`src/rtl/pma_tx_pkg.sv`:
```
// Shared definitions for the PMA transmit serializer family.
package pma_tx_pkg;

  localparam int unsigned DEF_DATA_WIDTH = 10;
  localparam bit          DEF_LSB_FIRST  = 1'b1;
  localparam bit          DEF_IDLE_LEVEL = 1'b0;

  typedef enum logic [0:0] {
    IDLE  = 1'b0,
    SHIFT = 1'b1
  } tx_state_e;

endpackage

```
`src/rtl/tx_bit_select.sv`:
```
// Picks one bit of a word by transmit index, honouring the bit order.
module tx_bit_select #(
  parameter int unsigned WIDTH     = 10,
  parameter bit          LSB_FIRST = 1'b1,
  parameter int unsigned IDX_W     = $clog2(WIDTH)
) (
  input  logic [WIDTH-1:0] word,
  input  logic [IDX_W-1:0] index,
  output logic             sel_bit
);

  localparam logic [IDX_W-1:0] TOP = IDX_W'(WIDTH - 1);

  logic [IDX_W-1:0] pos;

  // Map transmit index to bit position: direct for LSB-first, mirrored otherwise.
  always_comb begin
    pos     = LSB_FIRST ? index : (TOP - index);
    sel_bit = word[pos];
  end

endmodule

```
`src/rtl/tx_serializer_param.sv`:
```
// Parallel-to-serial transmitter with a one-word holding register so that
// consecutive words stream without idle gaps.
module tx_serializer_param
  import pma_tx_pkg::*;
#(
  parameter int unsigned DATA_WIDTH = DEF_DATA_WIDTH,
  parameter bit          LSB_FIRST  = DEF_LSB_FIRST,
  parameter bit          IDLE_LEVEL = DEF_IDLE_LEVEL
) (
  input  logic                  Bit_Rate_Clk,
  input  logic                  Rst,
  input  logic [DATA_WIDTH-1:0] Data_in,
  input  logic                  Tx_Data_Enable,
  output logic                  Tx_Ready,
  output logic                  TX_Out,
  output logic                  TX_Done,
  output logic                  TX_Busy
);

  localparam int unsigned CNT_W = $clog2(DATA_WIDTH);
  localparam logic [CNT_W-1:0] LAST = CNT_W'(DATA_WIDTH - 1);

  tx_state_e             state, state_n;
  logic [CNT_W-1:0]      cnt, cnt_n;
  logic [DATA_WIDTH-1:0] shifter, shifter_n;
  logic [DATA_WIDTH-1:0] holding, holding_n;
  logic                  hold_valid, hold_valid_n;
  logic                  tx_out_q;
  logic                  accept;
  logic                  last_bit;
  logic                  next_bit;

  assign accept   = Tx_Data_Enable & ~hold_valid;
  assign last_bit = (state == SHIFT) && (cnt == LAST);

  assign Tx_Ready = ~hold_valid;
  assign TX_Busy  = (state == SHIFT);
  assign TX_Done  = last_bit;
  assign TX_Out   = tx_out_q;

  // The output bit is chosen from the next-state word/index so TX_Out is
  // registered yet shows the first bit in the cycle right after acceptance.
  tx_bit_select #(
    .WIDTH     (DATA_WIDTH),
    .LSB_FIRST (LSB_FIRST),
    .IDX_W     (CNT_W)
  ) u_bit_select (
    .word    (shifter_n),
    .index   (cnt_n),
    .sel_bit (next_bit)
  );

  // Next-state logic: load, hold, drain-from-hold, bypass and return to idle.
  always_comb begin
    state_n      = state;
    cnt_n        = cnt;
    shifter_n    = shifter;
    holding_n    = holding;
    hold_valid_n = hold_valid;
    unique case (state)
      IDLE: begin
        if (accept) begin
          shifter_n = Data_in;
          cnt_n     = '0;
          state_n   = SHIFT;
        end
      end
      SHIFT: begin
        if (!last_bit) begin
          cnt_n = cnt + 1'b1;
          if (accept) begin
            holding_n    = Data_in;
            hold_valid_n = 1'b1;
          end
        end else if (hold_valid) begin
          shifter_n    = holding;
          holding_n    = '0;
          hold_valid_n = 1'b0;
          cnt_n        = '0;
        end else if (accept) begin
          shifter_n = Data_in;
          cnt_n     = '0;
        end else begin
          cnt_n   = '0;
          state_n = IDLE;
        end
      end
      default: state_n = IDLE;
    endcase
  end

  // State registers with synchronous reset that aborts any word in flight.
  always_ff @(posedge Bit_Rate_Clk) begin
    if (Rst) begin
      state      <= IDLE;
      cnt        <= '0;
      shifter    <= '0;
      holding    <= '0;
      hold_valid <= 1'b0;
      tx_out_q   <= IDLE_LEVEL;
    end else begin
      state      <= state_n;
      cnt        <= cnt_n;
      shifter    <= shifter_n;
      holding    <= holding_n;
      hold_valid <= hold_valid_n;
      tx_out_q   <= (state_n == SHIFT) ? next_bit : IDLE_LEVEL;
    end
  end

endmodule

```
`config.mk`:
```
export PLATFORM = sky130hd
export DESIGN_NAME = tx_serializer_param
export DESIGN_NICKNAME = d
export VERILOG_FILES = /design/src/rtl/pma_tx_pkg.sv /design/src/rtl/tx_bit_select.sv /design/src/rtl/tx_serializer_param.sv
export SDC_FILE = /design/constraint.sdc
export NUM_CORES = 1
export LEC_CHECK = 0
export CAP_MARGIN = 20
export CORE_MARGIN = 8
export CORE_UTILIZATION = 45
export DETAILED_ROUTE_END_ITERATION = 10
export GPL_TIMING_DRIVEN = 0
export PLACE_DENSITY = 0.76
export SLEW_MARGIN = 10
export SYNTH_ARGS = -nofsm -noshare
export SYNTH_HDL_FRONTEND = slang
export SYNTH_SLANG_ARGS = --single-unit
```
`constraint.sdc`:
```
create_clock -name Bit_Rate_Clk -period 2.1 [get_ports Bit_Rate_Clk]
set_clock_uncertainty 0.1 [all_clocks]
set_input_delay 0.315 -clock Bit_Rate_Clk [delete_from_list [all_inputs] [get_ports Bit_Rate_Clk]]
set_output_delay 0.315 -clock Bit_Rate_Clk [all_outputs]
set_load 0.005 [all_outputs]
```
Yosys cells after proc, flatten, opt, wreduce, memory -nomap -nowiden

Index checks and enable logic that the tools add are counted.

Add/sub/neg operators: 1
Magnitude comparators: 1
Equality and inequality tests: 2
Mux-type cells: 18
Bitwise gates (word level): 4
Reductions and logical operators: 5

Operators with widths:

| kind                                                | number |
|---|---|
| 2-to-1 mux 10 bit                                   | 6 |
| one-hot mux 10 bit (2 select lines)                 | 1 |
| 2-to-1 mux 4 bit                                    | 2 |
| one-hot mux 4 bit (2 select lines)                  | 1 |
| 2-to-1 mux 1 bit                                    | 6 |
| < comparator 4 x 5 -> 1 bit (second input constant) | 1 |
| adder 4 x 1 -> 4 bit (second input constant)        | 1 |
| binary-select mux 1 bit (select 4 bit)              | 1 |
| equality test 4 bit (second input constant)         | 1 |
| NOT 1 bit                                           | 3 |
| AND reduction 3 bit                                 | 1 |
| != test 2 x 1 -> 1 bit (second input constant)      | 1 |
| one-hot mux 1 bit (2 select lines)                  | 1 |
| AND reduction 2 bit                                 | 1 |
| nonzero test 2 bit                                  | 1 |
| OR reduction 2 bit                                  | 1 |
| AND 1 bit                                           | 1 |
| logical AND 1 bit                                   | 1 |

Register bits after elaboration: 27
Bits of input ports: 13

Depth between registers and ports, before layout

Word-level depth: 8
Depth in mapped cells: 9

Cells and area by module

Synthesis repeated with hierarchy kept, for this count alone.

Cell total of the unflattened synthesis: 155
Area total of the unflattened synthesis: 1470.2 sq um

By module, submodules not included:

| module              | instances | cells an instance | area an instance (sq um) | seq. area each (sq um) |
|---|---|---|---|---|
| tx_serializer_param | 1         | 146               | 1383.8                   | 540.5 |
| tx_bit_select       | 1         | 9                 | 86.3                     | 0.0 |

Worst setup path after synthesis

OpenSTA, ideal clock, no wires.

Path kind: register to register
From: register cnt[1]
To: register tx_out_q, in the netlist TX_Out
Setup time: 0.126 ns
Arrival: 1.878 ns
Data required time: 1.874 ns
Path slack: -0.004 ns
Cell stages (with the launch flop): 10
Buffers on the path: 1
Clock period less this slack: 2.104 ns
Path through: dfxtp_1 -> inv_1 -> ha_1 -> and4b_1 -> buf_6 -> and2_4 -> a222oi_1 -> nand3_1 -> a41oi_2 -> o32ai_1

Cells in the longest elaborated chain, start to end: 6

Ends and longest elaborated chain:

| element                                                                             | RTL line                   | source |
|---|---|---|
| start, declared                                                                     | tx_serializer_param.sv:24  | `logic [CNT_W-1:0] cnt, cnt_n;` |
| start signal, assigned                                                              | tx_serializer_param.sv:103 | `cnt <= cnt_n;` |
| equality test 4 bit *                                                               | tx_serializer_param.sv:34  | `assign last_bit = (state == SHIFT) && (cnt == LAST);` |
| logical AND 1 bit *                                                                 | tx_serializer_param.sv:34  |  |
| named net TX_Done                                                                   | tx_serializer_param.sv:16  | `output logic TX_Done,` |
| 2-to-1 mux 10 bit, or another cell as far along                                     | tx_serializer_param.sv:69  | `if (!last_bit) begin` |
| one-hot mux 10 bit (2 select lines), or another cell as far along                   | tx_serializer_param.sv:60  | `unique case (state)` |
| binary-select mux 1 bit (select 4 bit) / NOT 1 bit (equally long branches)          | n/a                        |  |
| 2-to-1 mux 1 bit (not written as such) / OR reduction 2 bit (equally long branches) | n/a                        |  |
| end signal, assigned                                                                | tx_serializer_param.sv:107 | `tx_out_q <= (state_n == SHIFT) ? next_bit : IDLE_LEVEL;` |
| end, declared                                                                       | tx_serializer_param.sv:28  | `logic tx_out_q;` |

The timed path passes the listed nets; every way through them passes the cells marked *. The select of a mux whose other input is x is not followed.
A chain may end at the register's enable or synchronous reset.

Worst setup path in the final report

From: register cnt[1]
To: register tx_out_q, in the netlist TX_Out

Cells in the longest elaborated chain, start to end: 6

Ends and longest elaborated chain:

| element |
|---|
| parallel branches: the longest is 6 deep, another holds adder 4 x 1 -> 4 bit |

Parallel ways; which one is timed is not known. The select of a mux whose other input is x is not followed.

==> results.sh <==
export IMPL_cts_path_max_buffers=2
export IMPL_cts_made_buffers=3
export IMPL_row_count=19
export IMPL_slew_headroom=0.680
export IMPL_avgRoutedWirePerCell_um=16.3
export IMPL_ys_ff_latch=27
export IMPL_slew_viol_final=0
export IMPL_endpoint_kind="register"
export IMPL_power_density_nw_per_um2=597
export IMPL_yosysSeqAreaShare=0.410
export IMPL_cp_slowest_cell="nor4_1"
export IMPL_synth_edf_count=0
export IMPL_dieWidth_um=70.1
export IMPL_crit_chain="inv_2, ha_4, nand3b_4, a22o_4, a221oi_4, nor3_1, nor4_1, o32ai_2"
export IMPL_max_cap_viol_count=0
export IMPL_synth_cells_most_frequent="dfxtp_1, nor2_1, nand2_1"
export IMPL_drtIter0Drc=123
export IMPL_yosysWarnings=0
export IMPL_critical_path_max_fanout=7
export IMPL_port_buffers=15
export IMPL_leakage_nw=0.679
export IMPL_yosysTopAreaCellShare=0.410
export IMPL_start_kind="register"
export IMPL_fin_util=0.618
export IMPL_antenna_found_initial=0
export IMPL_syn_cell_area_sq_um=1320
export IMPL_hold_class="in -> reg"
export IMPL_synthArstFlopShare=0
export IMPL_groute_usage_overall=0.135
export IMPL_routed_wl_mm=3.42
export IMPL_synth_cell_types=43
export IMPL_clockRootBuffer="clkbuf_4"
export IMPL_cts_tree="done"
export IMPL_critPathKind="reg -> reg"
export IMPL_via_count=1284
export IMPL_coreArea_sq_um=2780
export IMPL_worstMarginPinSlew_ps=481
export IMPL_status="finished, violations left"
export IMPL_dp_hpwl_mm=2.35
export IMPL_gp_congestion=0.869
export IMPL_ant_nets=0
export IMPL_synth_most_common_cell="dfxtp_1"
export IMPL_clkLatencyLatePin_ps=330
export IMPL_fin_ws_ps=-3.30
export IMPL_nets=195
export IMPL_synthToLayoutAreaGrowth_pct=30.4
export IMPL_fin_crit_sh=1.00
export IMPL_rsz0062_at_grt="true"
export IMPL_ys_flop_type="dfxtp_1"
export IMPL_ios=17
export IMPL_syn_avg_cell_area_sq_um=8.78
export IMPL_fp_dieH_um=70.1
export IMPL_fin_crit_ps=2100
export IMPL_die_area_sq_um=4920
export IMPL_antenna_cells=0
export IMPL_grt_pass1_wl_mm=5.70
export IMPL_tns_ps=-3.30
export IMPL_clock_sinks=27
export IMPL_synth_area_leaders="dfxtp_1, a22oi_1, nor2_1"
export IMPL_h_tree_depth=1
export IMPL_crit_path_max_incr_delay_ps=360
export IMPL_syn_num_nets=165
export IMPL_synthCells=150
export IMPL_drcViolationCount=0
export IMPL_grt_max_degree=17
export IMPL_synth_area_leader_cell="dfxtp_1"
export IMPL_clkTransAtPathRegs_ps=150
export IMPL_start_util=0.474
export IMPL_first_global_vias=1296
export IMPL_cpLargestDelayFamily="compound AO/OA/AOI/OAI gates"
export IMPL_finalSetupViolations=1
export IMPL_violations="negative setup slack"
export IMPL_crit_buf_inv=1
export IMPL_cp_required_ps=2230
export IMPL_ir_drop_v=0.000503
export IMPL_hold_violations=0
export IMPL_hold_buffers=0
export IMPL_via_per_inst=6.11
export IMPL_overflow=0
export IMPL_final_layout_size_suffix_gt1_frac=0.223
export IMPL_worstPathArrival_ps=2230
export IMPL_max_freq_mhz=475
export IMPL_dr_pass1_iters=4
==> routing by layer <==
metal	up-vias	global-route usage	wire, um	part of all wire
met2	37	0.234	1710	0.50
met4	0	0.0625	46	0.013
met3	5	0.0226	141	0.041
met5	-	0	0	0
li1	617	-	-	-
met1	625	0.157	1530	0.45
==> layout make-up <==
class,count,area [sq um]
timing repair buffer,27,239
sequential,27,547
inverter,3,11.3
multi-input combinational,110,810
fill,238,1060
clock buffer,3,22.5
buffer,8,42.5
tap,31,38.8
clock inverter,1,7.51
==> cells in the final DEF (no fill, tap or decap), types with 2 or more instances in the layout <==
cell,instances
nand2_1,13
buf_4,14
clkdlybuf4s50_1,14
o22ai_1,2
nand4_1,5
and3_1,5
a221oi_2,3
dfxtp_2,2
mux2i_1,2
nand2b_1,4
a221oi_4,2
a32oi_1,2
clkbuf_1,3
nand3_1,2
nor2_1,17
clkbuf_4,4
a22oi_1,10
dfxtp_1,24
o21ai_0,3
and3b_1,2
inv_1,2
nor2b_1,2
a21oi_1,8
nor3_1,4
==> state kept, by name, indices dropped and copies added, names as in the netlist <==
register,count
shifter,10
hold_valid,1
TX_Busy,1
TX_Out,1
cnt,4
holding,10
==> cells by family (layout without fill, tap and decap cells) <==
family	count (synthesis)	count (layout)	synth area share
DFF	27	27	0.410
muxes	2	2	0.0152
and+or+nand+nor	62	62	0.245
AOI/OAI and AO/OA	44	44	0.265
adders and majority gates	2	2	0.0190
buffers and inverters	13	42	0.0456
==> through the flow <==
stage / setup slack, ps / std cells / hold slack (ps) / total power [mW] / instance area (sq um)
global placement: -312 / 196 / 342 / 0.746 / 1510
global route: -77.7 / 210 / 216 / 1.07 / 1720
detailed placement: -358 / 196 / 356 / 0.752 / 1510
floorplan: 15.6 / 150 / 332 / 0.685 / 1320
CTS: -9.40 / 207 / 214 / 1.02 / 1660
finish: -3.30 / 210 / 221 / 1.03 / 1720
==> final timing paths <==
path | from | endpoint | slack [ps] | cells after the start
worst max register to register | cnt[1] | TX_Out | -3 | 8
worst max-delay path | cnt[1] | TX_Out | -3 | 8
worst min register to register | shifter[2] | shifter[2] | 370 | 2
worst min-delay path | Rst | shifter[9] | 220 | 2
==> report_power, final <==
part | switching (mW) | internal, mW
sequential | 0.0162 | 0.541
combinational | 0.121 | 0.113
clock | 0.163 | 0.0731
total | 0.299 | 0.726
==> timing repair <==
| action | 4_1_cts | 5_1_grt |
|---|---|---|
| resized for setup | 17 | 9 |
| setup endpoints to repair | 11 | 10 |
| pin swaps | 7 | 7 |
| buffers inserted | 8 | 5 |
| cloned | 0 | 0 |
(Power assumes the default switching activity.)
==> variant, RTL diff (same settings) <==
Reset style: asynchronous (`Rst`), changed in one clocked block. Comments in the files are not updated.
--- a/src/rtl/tx_serializer_param.sv
+++ b/src/rtl/tx_serializer_param.sv
@@ -90,7 +90,7 @@
   end
 
   // State registers with synchronous reset that aborts any word in flight.
-  always_ff @(posedge Bit_Rate_Clk) begin
+  always_ff @(posedge Bit_Rate_Clk or posedge Rst) begin
     if (Rst) begin
       state      <= IDLE;
       cnt        <= '0;
Behaviour: differs if Rst is asserted again (counterexample within 4 cycles, from zero or initial values and one cycle with Rst high); with Rst held inactive, the same outputs for 10 cycles.
==> variant against the original RTL <==
The flow still finishes with violations (setup timing); wire length grew 10%; sequential cell count is the same; final area grew 12%; fmax shrank 6.0%; sequential share of layout area grew 3.4 points; worst setup slack lost 140 ps; area after synthesis grew 12%; critical endpoint is now TX_Out; highest routed layer unchanged.
Power is not compared: it rests on default switching activity, and its combinational part moved more than twofold at a synthesized area within 25%.
==> variant: results (changes against the original RTL) <==
[status]
status=finished, violations left
violations=setup timing

[finish]
drive_above_1_share_pct=24.7  ; +2.4 points
nets=194  ; -0.51%

[yosys]
synthAdderAreaFrac_pct=1.70  ; -0.20 points
ys_top_cells_by_area=dfrtp_1 46%, nand2_1 8.4%, o21ai_0 4.8%
ys_top_cells_by_count=33 x nand2_1, 27 x dfrtp_1, 14 x o21ai_0, 8 x nor2_1, 7 x inv_1
synth_cell_types=45  ; +4.7%
yosysSeqAreaShare_pct=45.8  ; +4.8 points
synth_nets=168  ; +1.8%
synthMuxAreaShare_pct=2.38  ; +0.86 points
async_flop_share_pct=100  ; +100 points
syn_inst=153  ; +2.0%
synth_ff_type=dfrtp_1

[critical_path]
cpMaxStageDelayCell=dfrtp_1
rr_startpoint=cnt[0]
cpPeakStageDelay_ps=450  ; +90 ps

[placed_design]
finalWeightedCongestion=0.832  ; -4.2%
dp.final_hpwl_um=2430  ; +3.4%
portBuffers=16  ; +1
dp_cells=213  ; +8.7%
post_dp_cell_area_um2=1700  ; +13%

[route]
via_per_inst=5.67  ; -7.3%
wl_per_cell_um=16.9  ; +4.1%
wl_met3_um=156  ; +11%
first_iter_violations=59  ; -52%
m1WireLength_um=1650  ; +8.1%
wl_um=3760  ; +10%

[global_routing]
grt_max_degree=28  ; +11
gr-usage-met1_pct=17.9  ; +2.2 points
use_met3_pct=2.61  ; +0.35 points
grt_first_pass_wirelength_um=6200  ; +8.7%
grtUsageMet2_pct=25.0  ; +1.7 points
grt_pass1_vias=1295  ; -0.077%

[sta]
setup_viol=1  ; unchanged
layout_setup_ws_ps=-139  ; -135 ps

[clock_tree]
cts_resized=8  ; -9
postCtsSetupRepairBufs=2  ; -6

[hold_path]
min_path_type=primary input to async pin

-- variant: metrics by stage --
step / TNS (ps) / setup WS (ps) / hold WS [ps]
finish: -139 / -139 / 148
global route: -237 / -210 / 164
CTS: -137 / -137 / 410
detailed placement: -479 / -479 / 377
global placement: -480 / -480 / 364
floorplan: 0 / 15.3 / 268
-- variant: cell type report --
type | instances | area, um^2 | share of cell area [%]
multi-input cells | 109 | 835 | 43.5
flip-flops and latches | 27 | 676 | 35.2
repair buffers | 21 | 216 | 11.3
plain buffers | 10 | 80.1 | 4.17
well taps | 44 | 55.1 | 2.87
inverters | 7 | 30.0 | 1.56
clock buffers | 3 | 22.5 | 1.17
clock inverters | 1 | 5.00 | 0.261
-- variant: how the worst max path moves through the flow --
stage          endpoint  slack (ps)  cells past startpoint
2_1_floorplan    TX_Out          20                      8
3_3_place_gp     TX_Out        -480                      8
3_5_place_dp     TX_Out        -480                      8
4_1_cts          TX_Out        -140                      8
5_1_grt          TX_Out        -210                      9
6_report         TX_Out        -140                      8
